**src/rtl/car_pkg.sv**
```systemverilog
// Shared car-table definitions used by the broadcaster and the collision detector.
package car_pkg;
    localparam int unsigned NUM_CARS    = 12;
    localparam int unsigned SCREEN_W    = 640;
    localparam int unsigned SCREEN_H    = 480;
    localparam int unsigned IDX_W       = 4;
    localparam int unsigned POS_W       = 10;
    localparam int unsigned ORIENT_BITS = 2;
    localparam int unsigned GRID_PITCH  = 160;

    typedef enum logic [ORIENT_BITS-1:0] {
        ORIENT_E = 2'd0,
        ORIENT_S = 2'd1,
        ORIENT_W = 2'd2,
        ORIENT_N = 2'd3
    } orient_t;

    typedef enum logic [1:0] {
        IDLE   = 2'd0,
        UPDATE = 2'd1,
        SEND   = 2'd2
    } bcastState_t;

    typedef struct packed {
        logic [POS_W-1:0] x;
        logic [POS_W-1:0] y;
        orient_t          orient;
    } carEntry_t;

    typedef struct packed {
        logic [IDX_W-1:0] index;
        logic [POS_W-1:0] x;
        logic [POS_W-1:0] y;
        orient_t          orient;
    } carRecord_t;

    // Cars start on a 4-wide grid; orientation cycles E,S,W,N along each row.
    function automatic carEntry_t resetEntry(input logic [IDX_W-1:0] idx);
        carEntry_t e;
        e.x      = POS_W'(32'(idx[1:0]) * GRID_PITCH);
        e.y      = POS_W'(32'(idx[3:2]) * GRID_PITCH);
        e.orient = orient_t'(idx[1:0]);
        return e;
    endfunction
endpackage

```
**src/rtl/car_step.sv**
```systemverilog
// Combinational one-step advance of a car position with screen-edge wrap-around.
module car_step #(
    parameter int unsigned SCREEN_W = car_pkg::SCREEN_W,
    parameter int unsigned SCREEN_H = car_pkg::SCREEN_H,
    parameter int unsigned STEP     = 1
) (
    input  logic [9:0] x,
    input  logic [9:0] y,
    input  logic [1:0] orient,
    output logic [9:0] nextX_c,
    output logic [9:0] nextY_c
);
    import car_pkg::*;

    localparam int unsigned EXT_W = 11;

    logic [EXT_W-1:0] xFwd;
    logic [EXT_W-1:0] yFwd;

    assign xFwd = EXT_W'(x) + EXT_W'(STEP);
    assign yFwd = EXT_W'(y) + EXT_W'(STEP);

    always_comb begin
        nextX_c = x;
        nextY_c = y;
        case (orient)
            ORIENT_E: nextX_c = (xFwd >= EXT_W'(SCREEN_W)) ? POS_W'(xFwd - EXT_W'(SCREEN_W)) : POS_W'(xFwd);
            ORIENT_S: nextY_c = (yFwd >= EXT_W'(SCREEN_H)) ? POS_W'(yFwd - EXT_W'(SCREEN_H)) : POS_W'(yFwd);
            ORIENT_W: nextX_c = (x < POS_W'(STEP)) ? POS_W'(EXT_W'(x) + EXT_W'(SCREEN_W) - EXT_W'(STEP))
                                                   : POS_W'(x - POS_W'(STEP));
            default:  nextY_c = (y < POS_W'(STEP)) ? POS_W'(EXT_W'(y) + EXT_W'(SCREEN_H) - EXT_W'(STEP))
                                                   : POS_W'(y - POS_W'(STEP));
        endcase
    end
endmodule

```
**src/rtl/car_state_broadcaster.sv**
```systemverilog
// Owns the car position table: advances all cars each game tick, then streams
// the updated records to the collision detector over a valid/ready handshake.
module car_state_broadcaster #(
    parameter int unsigned NUM_CARS = car_pkg::NUM_CARS,
    parameter int unsigned SCREEN_W = car_pkg::SCREEN_W,
    parameter int unsigned SCREEN_H = car_pkg::SCREEN_H,
    parameter int unsigned STEP     = 1
) (
    input  logic       clk,
    input  logic       rst,
    input  logic       tick,
    input  logic       halt,
    output logic       car_valid,
    input  logic       car_ready,
    output logic [3:0] car_index,
    output logic [9:0] car_x,
    output logic [9:0] car_y,
    output logic [1:0] car_orient,
    output logic       busy,
    output logic       frame_done,
    output logic       tick_overrun
);
    import car_pkg::*;

    localparam logic [IDX_W-1:0] LAST_IDX = IDX_W'(NUM_CARS - 1);

    bcastState_t      state, stateNext;
    carEntry_t        carTable [NUM_CARS];
    logic [IDX_W-1:0] updIdx, updIdxNext;
    logic [IDX_W-1:0] sendIdx, sendIdxNext;
    logic             pending, pendingNext;
    logic             frozen, frozenNext;
    logic             overrunNext, validNext, busyNext, frameDoneNext;
    logic             tableWrite;
    carRecord_t       outRec, outRecNext;
    carEntry_t        updEntry, stepEntry;
    logic [POS_W-1:0] stepX, stepY;

    assign updEntry = carTable[updIdx];

    car_step #(
        .SCREEN_W(SCREEN_W),
        .SCREEN_H(SCREEN_H),
        .STEP    (STEP)
    ) u_step (
        .x      (updEntry.x),
        .y      (updEntry.y),
        .orient (updEntry.orient),
        .nextX_c(stepX),
        .nextY_c(stepY)
    );

    assign stepEntry = '{x: stepX, y: stepY, orient: updEntry.orient};

    // Next-state, bookkeeping and registered-output values.
    always_comb begin
        stateNext     = state;
        updIdxNext    = updIdx;
        sendIdxNext   = sendIdx;
        pendingNext   = pending;
        frozenNext    = frozen;
        overrunNext   = tick_overrun;
        frameDoneNext = 1'b0;
        tableWrite    = 1'b0;
        outRecNext    = outRec;

        // A tick while busy is queued once; any further one is dropped.
        if (state != IDLE && tick) begin
            if (pending) overrunNext = 1'b1;
            else         pendingNext = 1'b1;
        end

        unique case (state)
            IDLE: begin
                if (tick || pending) begin
                    stateNext   = UPDATE;
                    pendingNext = 1'b0;
                    frozenNext  = halt;
                    updIdxNext  = '0;
                end
            end
            UPDATE: begin
                tableWrite = 1'b1;
                updIdxNext = updIdx + IDX_W'(1);
                if (updIdx == LAST_IDX) begin
                    stateNext   = SEND;
                    sendIdxNext = '0;
                end
            end
            SEND: begin
                if (car_valid && car_ready) begin
                    if (sendIdx == LAST_IDX) begin
                        stateNext     = IDLE;
                        frameDoneNext = 1'b1;
                    end else begin
                        sendIdxNext = sendIdx + IDX_W'(1);
                    end
                end
            end
            default: stateNext = IDLE;
        endcase

        validNext = (stateNext == SEND);
        busyNext  = (stateNext != IDLE);
        if (stateNext == SEND) begin
            outRecNext.index  = sendIdxNext;
            outRecNext.x      = carTable[sendIdxNext].x;
            outRecNext.y      = carTable[sendIdxNext].y;
            outRecNext.orient = carTable[sendIdxNext].orient;
        end
    end

    always_ff @(posedge clk) begin
        if (rst) begin
            state        <= IDLE;
            updIdx       <= '0;
            sendIdx      <= '0;
            pending      <= 1'b0;
            frozen       <= 1'b0;
            tick_overrun <= 1'b0;
            car_valid    <= 1'b0;
            busy         <= 1'b0;
            frame_done   <= 1'b0;
            outRec       <= '0;
            for (int i = 0; i < NUM_CARS; i++) begin
                carTable[i] <= resetEntry(IDX_W'(i));
            end
        end else begin
            state        <= stateNext;
            updIdx       <= updIdxNext;
            sendIdx      <= sendIdxNext;
            pending      <= pendingNext;
            frozen       <= frozenNext;
            tick_overrun <= overrunNext;
            car_valid    <= validNext;
            busy         <= busyNext;
            frame_done   <= frameDoneNext;
            outRec       <= outRecNext;
            if (tableWrite && !frozen) begin
                carTable[updIdx] <= stepEntry;
            end
        end
    end

    assign car_index  = outRec.index;
    assign car_x      = outRec.x;
    assign car_y      = outRec.y;
    assign car_orient = outRec.orient;
endmodule
```
**config.mk**
```make
export PLATFORM = sky130hd
export DESIGN_NAME = car_state_broadcaster
export DESIGN_NICKNAME = d
export VERILOG_FILES = /design/src/rtl/car_pkg.sv /design/src/rtl/car_step.sv /design/src/rtl/car_state_broadcaster.sv
export SDC_FILE = /design/constraint.sdc
export NUM_CORES = 1
export LEC_CHECK = 0
export BUFFER_PORTS_ARGS = -buffer_cell sky130_fd_sc_hd__buf_2
export CAP_MARGIN = 10
export CORE_MARGIN = 4
export CORE_UTILIZATION = 60
export CTS_BUF_LIST = sky130_fd_sc_hd__clkbuf_8
export DETAILED_ROUTE_END_ITERATION = 7
export PLACE_DENSITY = 0.74
export SKIP_LAST_GASP = 1
export SYNTH_ARGS = -nofsm -noshare
export SYNTH_HDL_FRONTEND = slang
export SYNTH_SLANG_ARGS = --single-unit
```
**constraint.sdc**
```tcl
create_clock -name clk -period 4.85 [get_ports clk]
set_input_delay 0.485 -clock clk [delete_from_list [all_inputs] [get_ports clk]]
set_output_delay 0.485 -clock clk [all_outputs]
set_load 0.03 [all_outputs]
```
==> flow_metrics.env <==
export IMPL_std_cell_rows=68
export IMPL_ys_seq_area_share_pct=54.53
export IMPL_finalSetupViolations=0
export IMPL_end_kind="flop"
export IMPL_fp_coreArea_um2=34630
export IMPL_maxSlewViolCount=0
export IMPL_slowest_delay_ps=590
export IMPL_clk_insertion_delay_late_ps=630
export IMPL_final_seq_area_um2=11500
export IMPL_hold_class="input port to flop"
export IMPL_syn_inst=1603
export IMPL_grt_pass1_vias=15189
export IMPL_viasPerCell=6.954
export IMPL_multi_input_area_um2=8841
export IMPL_syn_nets=1625
export IMPL_fmax_mhz=218.8
export IMPL_numCtsBuffers=67
export IMPL_final_nets=1677
export IMPL_clock_path_buffers=3
export IMPL_io_buffers=34
export IMPL_post_synth_cell_area_avg_um2=13.15
export IMPL_finalCritPeriodShare_pct=94.23
export IMPL_placed_cells=2040
export IMPL_ant_nets=0
export IMPL_track_usage_pct=33.91
export IMPL_rrSetupSlack_ps=280
export IMPL_synth_ff_latch_count=398
export IMPL_nFillCells=2519
export IMPL_powerDensity_nw_per_um2=334.3
export IMPL_clkTransAtPathRegs_ps=60
export IMPL_grt_overflow=0
export IMPL_layout_cells_non_filler=2163
export IMPL_start_kind="flop"
export IMPL_synth_edf_count=352
export IMPL_yosys_cell_types_count=80
export IMPL_critPathCapture="carTable[11][20]"
export IMPL_antenna_found_initial=0
export IMPL_max_cap_violations=0
export IMPL_die_area_um2=38180
export IMPL_slew_headroom_pct=18.85
export IMPL_required_ps=5160
export IMPL_remaining_drc_errors=0
export IMPL_cts_root_buf="clkbuf_8"
export IMPL_tritoncts="built"
export IMPL_num_antenna_cells=0
export IMPL_worst_path_max_fanout=14
export IMPL_ctsResizeCount=0
export IMPL_cts_max_level=3
export IMPL_timing_critical_path_buf_inv=2
export IMPL_worstRegToRegCells=14
export IMPL_fp_dieW_um=195.4
export IMPL_rsz0062_at_grt="no"
export IMPL_critical_path_slowest_cell="dfxtp_4"
export IMPL_path_class="flop to flop"
export IMPL_gp_congestion=0.9971
export IMPL_wl_per_cell_um=30.03
export IMPL_holdWs_ps=104.5
export IMPL_synth_ff_type="edfxtp_1"
export IMPL_post_cts_setup_buffers=0
export IMPL_grt_max_degree=56
export IMPL_cts_sinks=398
export IMPL_p_leak_uw=0.007932
export IMPL_cp_arrival_ps=4880
export IMPL_tightest_slew_ps=1213
export IMPL_yosys_warnings=0
export IMPL_area_growth_pct=10.36
export IMPL_vias=15041
export IMPL_synthArstFlopShare_pct=0
export IMPL_synthesis_area_um2=21070
export IMPL_finalHoldViolCount=0
export IMPL_final_cell_mix="352 x edfxtp_1, 220 x nor2_1, 197 x nand2_1"
export IMPL_hold_buffers=0
export IMPL_total_power_uw=7774
export IMPL_finalWirelength_um=64960
export IMPL_initial_core_util_pct=60.85
export IMPL_dp_hpwl_um=40530
export IMPL_min_period_ps=4570
export IMPL_drt_iter0_drc=2224
export IMPL_drive_gt1_share_pct=25.53
export IMPL_dr_pass1_iters=6
export IMPL_worst_path_stages=14
export IMPL_grt_pass1_wl_um=95250
export IMPL_status="completed"
export IMPL_rr_endpoint="carTable[11][20]"
export IMPL_die_h_um=195.4
export IMPL_crit_chain="buf_12, mux4_2, mux4_2, nand2_1, nor4_1, xnor2_1, ha_1, nor4_2, a31oi_1, o32ai_2, mux2i_1, a221oi_2, buf_4, nand2_1"
export IMPL_setup_tns_ps=0
export IMPL_ir_drop_mv=0.3599
export IMPL_final_common_cell="edfxtp_1"
export IMPL_pin_count=35
export IMPL_finClkSkew_ps=47.83
export IMPL_cp_top_family="multiplexers"
synthesized netlist by cell type, drive strengths merged (4+ instances only):
master / instances / share of area [%]
ha: 17 / 1.0
a22oi: 9 / 0.34
clkbuf: 77 / 1.4
a221oi: 9 / 0.52
and2: 8 / 0.24
mux2: 13 / 0.71
and4: 5 / 0.21
nand4: 14 / 0.45
nor2: 227 / 4.1
nand2b: 6 / 0.18
a21oi: 56 / 1.3
xnor2: 15 / 0.62
nor2b: 9 / 0.27
and3: 28 / 0.83
xor2: 6 / 0.25
buf: 58 / 1.8
dfxtp: 46 / 4.4
nand2: 198 / 3.5
mux4: 175 / 19
a31oi: 4 / 0.12
nor4: 15 / 0.50
nand3: 40 / 0.95
mux2i: 40 / 1.9
o31ai: 5 / 0.18
o21ai: 22 / 0.52
a22o: 5 / 0.21
a211oi: 17 / 0.61
a311oi: 22 / 0.91
nor3: 23 / 0.55
inv: 35 / 0.62
edfxtp: 352 / 50
nor3b: 4 / 0.14
metal layers:
layer	GRT usage, %	vias up	part of all wire [%]
met3	10.09	220	15
met1	45.02	7380	34
met5	0	-	0
li1	-	6270	-
met2	52.23	1171	46
met4	15.75	0	5.3
worst reg2reg max path, stage by stage, from the launching register on:
cell	delay, ps
dfxtp_4	590
buf_12	230
mux4_2	520
mux4_2	560
nand2_1	240
nor4_1	120
xnor2_1	190
ha_1	290
nor4_2	280
a31oi_1	80
o32ai_2	360
mux2i_1	150
a221oi_2	300
buf_4	250
nand2_1	90
sequential cells by signal, indices dropped and copies added, names as in the netlist, 2 cells and up, named ones only:
name and flops:
car_index 4, car_x 10, state 2, carTable 352
car_y 10, updIdx 4, sendIdx 4, car_orient 2
worst min-delay path by stage:
stage	from	end	slack (ps)	cells after the start
global placement	tick_overrun	tick_overrun	450	2
CTS	halt	frozen	80	3
detailed placement	car_orient[1]	car_orient[1]	470	2
finish	halt	frozen	100	3
global route	halt	frozen	110	3
floorplan	frozen	frozen	460	2
kinds of logic after synthesis:
logic type | Yosys count | synth area share, %
buf+inv | 171 | 3.847
simple gates | 588 | 12.35
fa+ha+maj | 17 | 1.009
flops | 398 | 54.53
compound gates | 180 | 6.074
xor+xnor | 21 | 0.8728
mux | 228 | 21.32
power by group:
part           switching [µW]  leakage (µW)  internal, µW
Sequential               49.8       0.00372          3840
Clock                    1410      0.000749          1540
Combinational             612       0.00347           316
Total                    2070       0.00793          5700
final cells by class:
| cell class | instances | area share [%] |
|---|---|---|
| Tap cell | 455 | 2.448 |
| Sequential cell | 398 | 49.44 |
| Clock inverter | 43 | 0.9631 |
| Multi-Input combinational cell | 1034 | 38.02 |
| Timing Repair Buffer | 118 | 3.874 |
| Clock buffer | 79 | 4.676 |
| Inverter | 36 | 0.5811 |
per-stage QoR:
stage	area, µm²	utilization (%)	setup slack, ps
after floorplan	21070	-	736.6
after global placement	21940	63.35	383.2
after detailed placement	21940	63.35	390.4
after CTS	23250	67.13	339.7
after global routing	23250	67.16	76.45
final	23250	67.16	279.6
(Power assumes the default switching activity.)
